File: src/rtl/poly_horner_eval.sv
// poly_horner_eval: evaluates y = c_N*x^N + ... + c_1*x + c_0 with Horner's rule,
// one multiply-add per clock, sequenced by a small IDLE/CALC/DONE controller.
// Build option: define SATURATE_EN to clamp each step at 2^WIDTH-1 and raise ovf;
// without it every step wraps modulo 2^WIDTH and ovf is tied low.
module poly_horner_eval #(
   parameter int WIDTH  = 16,
   parameter int DEGREE = 2
) (
   input  logic                        clk,
   input  logic                        RSTN,
   input  logic                        start,
   input  logic [WIDTH-1:0]            x,
   input  logic [(DEGREE+1)*WIDTH-1:0] coef,
   output logic                        busy,
   output logic                        Pronto,
   output logic [WIDTH-1:0]            y,
   output logic                        ovf
);

   // Counter only has to index coefficients 0..DEGREE
   localparam int CNT_W = $clog2(DEGREE + 1);
   localparam logic [CNT_W-1:0] CNT_INIT = CNT_W'(DEGREE - 1);

   localparam logic [1:0] IDLE = 2'd0;
   localparam logic [1:0] CALC = 2'd1;
   localparam logic [1:0] DONE = 2'd2;

   logic [1:0]       state;
   logic [CNT_W-1:0] cnt;
   logic [WIDTH-1:0] hAcc;
   logic [WIDTH-1:0] xReg;
   logic [WIDTH-1:0] coefArr [0:DEGREE];
   logic [WIDTH-1:0] addend;
   logic [WIDTH-1:0] stepRes;
   logic             accept;

   assign accept = (state == IDLE) && start;
   assign addend = coefArr[cnt];

`ifdef SATURATE_EN
   logic [2*WIDTH-1:0] stepFull;
   logic               stepOvf;

   // Full-precision h*x + c; the sum never exceeds 2*WIDTH bits
   function automatic logic [2*WIDTH-1:0] macFull(input logic [WIDTH-1:0] h,
                                                   input logic [WIDTH-1:0] xv,
                                                   input logic [WIDTH-1:0] c);
      logic [2*WIDTH-1:0] p;
      p = {{WIDTH{1'b0}}, h} * {{WIDTH{1'b0}}, xv};
      return p + {{WIDTH{1'b0}}, c};
   endfunction

   // Clamp a full-precision step result to the largest WIDTH-bit value
   function automatic logic [WIDTH-1:0] satReduce(input logic [2*WIDTH-1:0] full);
      if (|full[2*WIDTH-1:WIDTH])
         return {WIDTH{1'b1}};
      else
         return full[WIDTH-1:0];
   endfunction

   // One Horner step with saturation and overflow detection
   always_comb begin
      stepFull = macFull(hAcc, xReg, addend);
      stepOvf  = |stepFull[2*WIDTH-1:WIDTH];
      stepRes  = satReduce(stepFull);
   end

   // Sticky overflow: cleared by an accepted start, set by any clamped step
   always_ff @(posedge clk or negedge RSTN) begin
      if (!RSTN)
         ovf <= 1'b0;
      else if (accept)
         ovf <= 1'b0;
      else if ((state == CALC) && stepOvf)
         ovf <= 1'b1;
   end
`else
   // Low WIDTH bits of h*x + c are identical to the full result modulo 2^WIDTH
   function automatic logic [WIDTH-1:0] wrapMac(input logic [WIDTH-1:0] h,
                                                 input logic [WIDTH-1:0] xv,
                                                 input logic [WIDTH-1:0] c);
      logic [WIDTH-1:0] r;
      r = h * xv + c;
      return r;
   endfunction

   // One Horner step, wrapping
   always_comb begin
      stepRes = wrapMac(hAcc, xReg, addend);
   end

   assign ovf = 1'b0;
`endif

   // Operand capture on an accepted start; later input changes are ignored
   always_ff @(posedge clk) begin
      if (accept) begin
         xReg <= x;
         for (int k = 0; k <= DEGREE; k++)
            coefArr[k] <= coef[k*WIDTH +: WIDTH];
      end
   end

   // Controller and accumulator: load c_N, iterate DEGREE times, publish, pulse Pronto
   always_ff @(posedge clk or negedge RSTN) begin
      if (!RSTN) begin
         state  <= IDLE;
         cnt    <= '0;
         hAcc   <= '0;
         y      <= '0;
         Pronto <= 1'b0;
         busy   <= 1'b0;
      end else begin
         case (state)
            IDLE: begin
               Pronto <= 1'b0;
               if (start) begin
                  hAcc  <= coef[DEGREE*WIDTH +: WIDTH];
                  cnt   <= CNT_INIT;
                  busy  <= 1'b1;
                  state <= CALC;
               end
            end
            CALC: begin
               hAcc <= stepRes;
               if (cnt == '0) begin
                  y      <= stepRes;
                  Pronto <= 1'b1;
                  state  <= DONE;
               end else begin
                  cnt <= cnt - CNT_W'(1);
               end
            end
            DONE: begin
               Pronto <= 1'b0;
               busy   <= 1'b0;
               state  <= IDLE;
            end
            default: begin
               Pronto <= 1'b0;
               busy   <= 1'b0;
               state  <= IDLE;
            end
         endcase
      end
   end

endmodule

File: config.mk
export PLATFORM = sky130hd
export DESIGN_NAME = poly_horner_eval
export DESIGN_NICKNAME = d
export VERILOG_FILES = /design/src/rtl/poly_horner_eval.sv
export SDC_FILE = /design/constraint.sdc
export NUM_CORES = 1
export LEC_CHECK = 0
export CAP_MARGIN = 10
export CELL_PAD_IN_SITES_DETAIL_PLACEMENT = 1
export CELL_PAD_IN_SITES_GLOBAL_PLACEMENT = 1
export CORE_ASPECT_RATIO = 0.75
export CORE_MARGIN = 3
export CORE_UTILIZATION = 44
export DETAILED_ROUTE_END_ITERATION = 16
export GPL_TIMING_DRIVEN = 0
export PLACE_DENSITY = 0.81
export SKIP_LAST_GASP = 1
export SLEW_MARGIN = 10
export SYNTH_ARGS = -nofsm -noshare
export SYNTH_HDL_FRONTEND = slang
export SYNTH_SLANG_ARGS = --single-unit
File: constraint.sdc
create_clock -name clk -period 6.35 [get_ports clk]
set_input_delay 0.9525 -clock clk [delete_from_list [all_inputs] [get_ports clk]]
set_output_delay 0.9525 -clock clk [all_outputs]
set_load 0.01 [all_outputs]
==> flow_summary_export.csv, run 1 <==
group,metric,value,unit
outcome,outcome,"finished clean",
route,via_per_inst,5.15,
clock_tree,cts_tree,"yes",
route,drcViolationCount,0,
sta,fin_crit_sh,96.7,%
clock_tree,numCtsBuffers,9,
route,via_count,5892,
floorplanning,core_area,0.0180,mm^2
synthesis,synthFlopType,"edfxtp_1",
hold_path,min_path_type,"flip-flop to flip-flop",
setup_path,worst-setup-path-type,"flip-flop to flip-flop",
synthesis,ys_warn_count,0,
setup_path,critical_path_arrival,6.35,ns
placed_design,routabilityCongestion,0.869,
clock_tree,clock_path_buffers,2,
grt,grt_pass1_vias,6799,
route,finalWirelength,24.0,mm
route,drt_iter0_drc,413,
finish,multi_input_area,0.00466,mm^2
setup_path,cp_max_fo,10,
floorplanning,num_io_pins,86,
synthesis,ys_seq_area_share,34.9,%
setup_path,endpoint_kind,"flip-flop",
setup_path,crit_family,"adder cells",
synthesis,synth-edff-count,64,
sta,rsz0062_at_grt,"yes",
grt,antenna_found_initial,0,
clock_tree,cts_root_buffer,"clkbuf_16",
finish,area_growth,18.9,%
finish,ff_latch_area,0.00287,mm^2
synthesis,synth_area,0.00822,mm^2
finish,mostFrequentLayoutCell,"inv_1",
synthesis,yosysUniqueCellTypes,42,
sta,setup_viol,0,
setup_path,timing.critical_path.mode_cell,"fa_1",
flow_run,cap_violations,0,
finish,layout.nets,1112,
setup_path,crit_required,6.55,ns
synthesis,synth_nets,1014,
synthesis,postSynth.asyncResetShare,37.3,%
route,drtPass1Iterations,4,
floorplanning,start_util,45.7,%
synthesis,ys_ff_latch,102,
clock_tree,htree_levels,3,
synthesis,avgSynthCellArea,10.3,um^2
floorplanning,fp.dieH,124,um
sta,slew_headroom,51.4,%
sta,tns,0,ns
grt,grt_usage,24.7,%
sta,clock.fmax,163,MHz
finish,nFillCells,1978,
grt,overflow,0,
floorplanning,fp.dieW,164,um
finish,drive_gt1_share,4.21,%
sta,fin_skew,0.00925,ns
sta,slew_violations,0,
finish,most-common-layout-cells,"inv_1, nand2_1, fa_1, clkdlybuf4s50_1, edfxtp_1",
placed_design,dp_hpwl,19.2,mm
sta,hold_viol_final,0,
sta,max_slew.worst_pin.slew,0.729,ns
floorplanning,dieArea,0.0204,mm^2
clock_tree,cts.sinks,102,
clock_tree,cts_setup_buffers,0,
finish,antenna_cells,0,
grt,grt_pass1_wl,38.1,mm
setup_path,cpPeakStageDelay,0.58,ns
grt,grt_max_degree,29,
setup_path,start_kind,"flip-flop",
setup_path,crit_path_cell_trace,"clkbuf_1 -> nand2_1 -> fa_1 -> fa_1 -> inv_1 -> fa_1 -> fa_1 -> fa_1 -> inv_1 -> fa_1 -> inv_1 -> ha_1 -> or4_1 -> nor2_1 -> nor2_1 -> o211ai_1 -> xor2_2 -> o21ai_0",
synthesis,syn_inst,800,
placed_design,io_buffer_count,84,
setup_path,crit_buf_inv,4,
clock_tree,clk_pin_slew,0.07,ns
clock_tree,clk_latency,0.34,ns
sta,fin_crit,6.14,ns
route,postRouteAntennaNets,0,
setup_path,worst_path_max_delay_cell,"fa_1",
route,wl_per_cell,21.0,um
floorplanning,rows,42,
==> per-layer routing <==
| metal | wire [um] | track usage [%] |
|---|---|---|
| met1 | 10400 | 34.0 |
| met2 | 11700 | 41.0 |
| met3 | 1400 | 4.16 |
| met4 | 444 | 6.22 |
| met5 | 0 | 0 |
==> final cells by class <==
cell class | count | area share, %
inverter | 154 | 5.92
timing repair buffer | 87 | 9.24
multi-input combinational | 511 | 47.7
tap | 242 | 3.10
buffer | 33 | 1.45
clock inverter | 5 | 0.845
sequential | 102 | 29.4
clock buffer | 11 | 2.38
==> cell families after synthesis <==
family          count (synthesis)  share of synthesized area, %
flops                         102                          34.9
buf+inv                       187                          8.75
simple gates                  230                          13.0
fa+ha+maj                     147                          31.0
mux                            23                          2.88
other cells                     1                        0.0456
xor+xnor                       40                          4.26
compound gates                 70                          5.19
==> worst reg2reg max path: stages, from the launching register on <==
cell and delay (ns):
edfxtp_1 0.55, clkbuf_1 0.43, nand2_1 0.15, fa_1 0.55, fa_1 0.56, inv_1 0.05
fa_1 0.48, fa_1 0.53, fa_1 0.58, inv_1 0.07, fa_1 0.53, inv_1 0.04
ha_1 0.22, or4_1 0.43, nor2_1 0.12, nor2_1 0.06, o211ai_1 0.15, xor2_2 0.34
o21ai_0 0.17
==> path summary, 6_finish.rpt <==
kind | from | endpoint | slack, ns | cells past startpoint
max in group asynchronous | RSTN | hAcc[12] | 5.30 | 2
worst max register to register | xReg[1] | y[14] | 0.21 | 18
worst max-delay path | xReg[1] | y[14] | 0.21 | 18
worst min-delay path | y[10] | y[10] | 0.50 | 2
min in group asynchronous | RSTN | y[1] | 0.57 | 1
worst min register to register | y[10] | y[10] | 0.50 | 2
==> per-stage QoR <==
step	util (%)	cells	cell area, um^2	hold WS (ns)	setup slack [ns]
floorplan	-	800	8220	0.498	1.03
global placement	52.1	1126	9370	0.466	-0.0283
detailed placement	52.5	1129	9440	0.480	0.0650
CTS	54.3	1145	9750	0.496	0.0551
global route	54.4	1145	9770	0.522	-0.0457
finish	54.4	1145	9770	0.496	0.209
==> synthesized netlist by cell type (2+ instances only) <==
master | number | area, um^2
mux2i_1 | 18 | 180
nand2b_1 | 4 | 25.0
nor2b_1 | 2 | 12.5
xor2_1 | 12 | 105
nand2_1 | 125 | 469
o21ai_0 | 18 | 90.1
and2_1 | 55 | 344
clkbuf_1 | 25 | 93.8
a31oi_1 | 5 | 31.3
dfrtp_1 | 38 | 951
and3_1 | 9 | 56.3
inv_1 | 154 | 578
fa_1 | 94 | 1880
a21o_1 | 5 | 37.5
xnor2_1 | 28 | 245
edfxtp_1 | 64 | 1920
o22a_1 | 2 | 17.5
nor3b_1 | 2 | 15.0
buf_2 | 4 | 20.0
ha_1 | 53 | 663
a21oi_1 | 28 | 140
nor2_1 | 29 | 109
mux2_2 | 5 | 56.3
o22ai_1 | 2 | 12.5
o21a_1 | 2 | 15.0
==> sequential cells by signal (all words and copies together), names as in the netlist <==
signal	flops
coefArr	48
hAcc	16
xReg	16
y	16
cnt	2
state	2
Pronto	1
busy	1
==> repair_timing <==
| item | in CTS | in global routing |
|---|---|---|
| hold buffers | 0 | 0 |
| setup endpoints to repair | 0 | 5 |
| resized for setup | 0 | 3 |
Power of run 1 is not shown: default switching activity piles up to over one toggle a cycle in this logic, so the estimate is an artifact.
==> inputs of run 2 (changes only) <==
CORE_MARGIN = 2   (was 3)
PLACE_DENSITY = not set   (was 0.81)
PLACE_DENSITY_LB_ADDON = 0.12   (was not set)
==> flow_summary_export.csv, run 2 (synthesized netlist as in run 1, its figures left out) <==
group,metric,value,unit
setup_path,rr_worst_depth,21,
sta,fin_crit,6.10,ns
setup_path,crit_required,6.56,ns
sta,fin_crit_sh,96.0,%
sta,fin_skew,0.00600,ns
sta,rsz0062_at_grt,"no",
floorplanning,dieArea,0.0198,mm^2
floorplanning,fp.dieH,122,um
clock_tree,numCtsBuffers,9,
route,finalWirelength,22.2,mm
placed_design,dp_hpwl,18.2,mm
floorplanning,fp.dieW,162,um
route,drtPass1Iterations,4,
finish,layout.nets,1112,
floorplanning,rows,43,
finish,most-common-layout-cells,"inv_1, nand2_1, fa_1, clkdlybuf4s50_1, edfxtp_1",
route,via_per_inst,4.97,
clock_tree,clk_pin_slew,0.07,ns
setup_path,worst-setup-path-type,"flip-flop to flip-flop",
clock_tree,post_cts_resized,0,
setup_path,endpoint_kind,"flip-flop",
grt,grt_pass1_wl,35.2,mm
clock_tree,htree_levels,3,
route,drt_iter0_drc,355,
grt,antenna_found_initial,0,
finish,nFillCells,2081,
clock_tree,clock_path_buffers,2,
route,postRouteAntennaNets,0,
hold_path,min_path_type,"input port to async pin",
clock_tree,cts_setup_buffers,0,
clock_tree,cts_tree,"yes",
flow_run,cap_violations,0,
floorplanning,start_util,44.7,%
finish,multi_input_area,0.00465,mm^2
finish,drive_gt1_share,4.10,%
setup_path,cp_max_fo,10,
route,via_count,5714,
placed_design,io_buffer_count,84,
floorplanning,core_area,0.0184,mm^2
clock_tree,clk_latency,0.34,ns
route,wl_per_cell,19.3,um
finish,area_growth,18.6,%
finish,largest_register_ffs,48,
setup_path,crit_family,"adder cells",
grt,grt_pass1_vias,6320,
placed_design,place_inst,1134,
grt,grt_max_degree,37,
setup_path,worst_path_max_delay_cell,"fa_1",
setup_path,cp.depth,21,
finish,stdcell_count,1150,
route,drcViolationCount,0,
sta,hold_viol_final,0,
clock_tree,cts_hold_buf,0,
grt,grt_usage,23.8,%
outcome,outcome,"finished clean",
setup_path,critical_path_arrival,6.30,ns
finish,regMostFlops,"coefArr",
finish,mostFrequentLayoutCell,"inv_1",
finish,antenna_cells,0,
setup_path,cpPeakStageDelay,0.54,ns
clock_tree,cts.sinks,102,
grt,overflow,0,
clock_tree,cts_root_buffer,"clkbuf_16",
setup_path,crit_buf_inv,7,
placed_design,routabilityCongestion,0.881,
sta,slew_headroom,54.6,%
setup_path,crit_path_cell_trace,"clkbuf_1 -> and2_1 -> fa_1 -> inv_1 -> fa_1 -> inv_1 -> fa_1 -> inv_1 -> fa_1 -> inv_1 -> fa_1 -> inv_1 -> fa_1 -> inv_1 -> ha_1 -> a21o_1 -> a21o_1 -> a41o_1 -> a31oi_2 -> xnor2_1 -> a21oi_1",
finish,ff_latch_area,0.00287,mm^2
sta,tns,0,ns
sta,slew_violations,0,
setup_path,start_kind,"flip-flop",
floorplanning,num_io_pins,86,
sta,max_slew.worst_pin.slew,0.681,ns
sta,setup_viol,0,
finish,utilization,53.0,%
sta,clock.fmax,164,MHz
-- run 2: cell types whose count changed in the layout (fill, tap and decap cells not counted), sizes merged --
cell / delta
clkinv: -2
clkbuf: +1
bufinv: -1
clkinvlp: +2
-- run 2: final timing paths --
path,to,slack [ns],start
min in group clk,y[4],0.50,y[4]
hold / removal,y[0],0.43,RSTN
hold reg to reg,y[4],0.50,y[4]
setup / recovery,hAcc[15],0.25,hAcc[6]
setup reg to reg,hAcc[15],0.25,hAcc[6]
max in group asynchronous,state[0],5.49,RSTN
-- run 2: metal layers --
metal	up-vias	track usage (%)	routed length, um
li1	2667	-	-
met1	2893	35.0	10600
met2	138	37.6	10100
met3	16	2.84	1310
met4	0	6.91	250
met5	-	0	0
-- run 2: layout make-up --
cell class,count,area share (%)
plain buffers,33,1.45
clock buffers,12,2.53
clock inverters,4,0.552
inverters,154,5.93
multi-input cells,511,47.7
flip-flops and latches,102,29.5
well taps,247,3.17
repair buffers,87,9.19
-- run 2: through the flow --
| stage | worst slack (ns) | area [um^2] | hold WS [ns] |
|---|---|---|---|
| 2_1_floorplan | 1.03 | 8220 | 0.498 |
| 3_3_place_gp | 0.0801 | 9370 | 0.491 |
| 3_5_place_dp | 0.164 | 9430 | 0.492 |
| 4_1_cts | 0.136 | 9730 | 0.427 |
| 5_1_grt | 0.00463 | 9750 | 0.421 |
| 6_report | 0.252 | 9750 | 0.429 |
-- run 2: worst reg2reg max path: stages, from the launching register on --
cell and delay, ns:
dfrtp_1 0.42, clkbuf_1 0.33, and2_1 0.30, fa_1 0.51, inv_1 0.05, fa_1 0.48
inv_1 0.05, fa_1 0.50, inv_1 0.06, fa_1 0.54, inv_1 0.06, fa_1 0.47
inv_1 0.05, fa_1 0.47, inv_1 0.04, ha_1 0.35, a21o_1 0.21, a21o_1 0.17
a41o_1 0.26, a31oi_2 0.37, xnor2_1 0.20, a21oi_1 0.10
Power of run 2 is left out for the same reason.
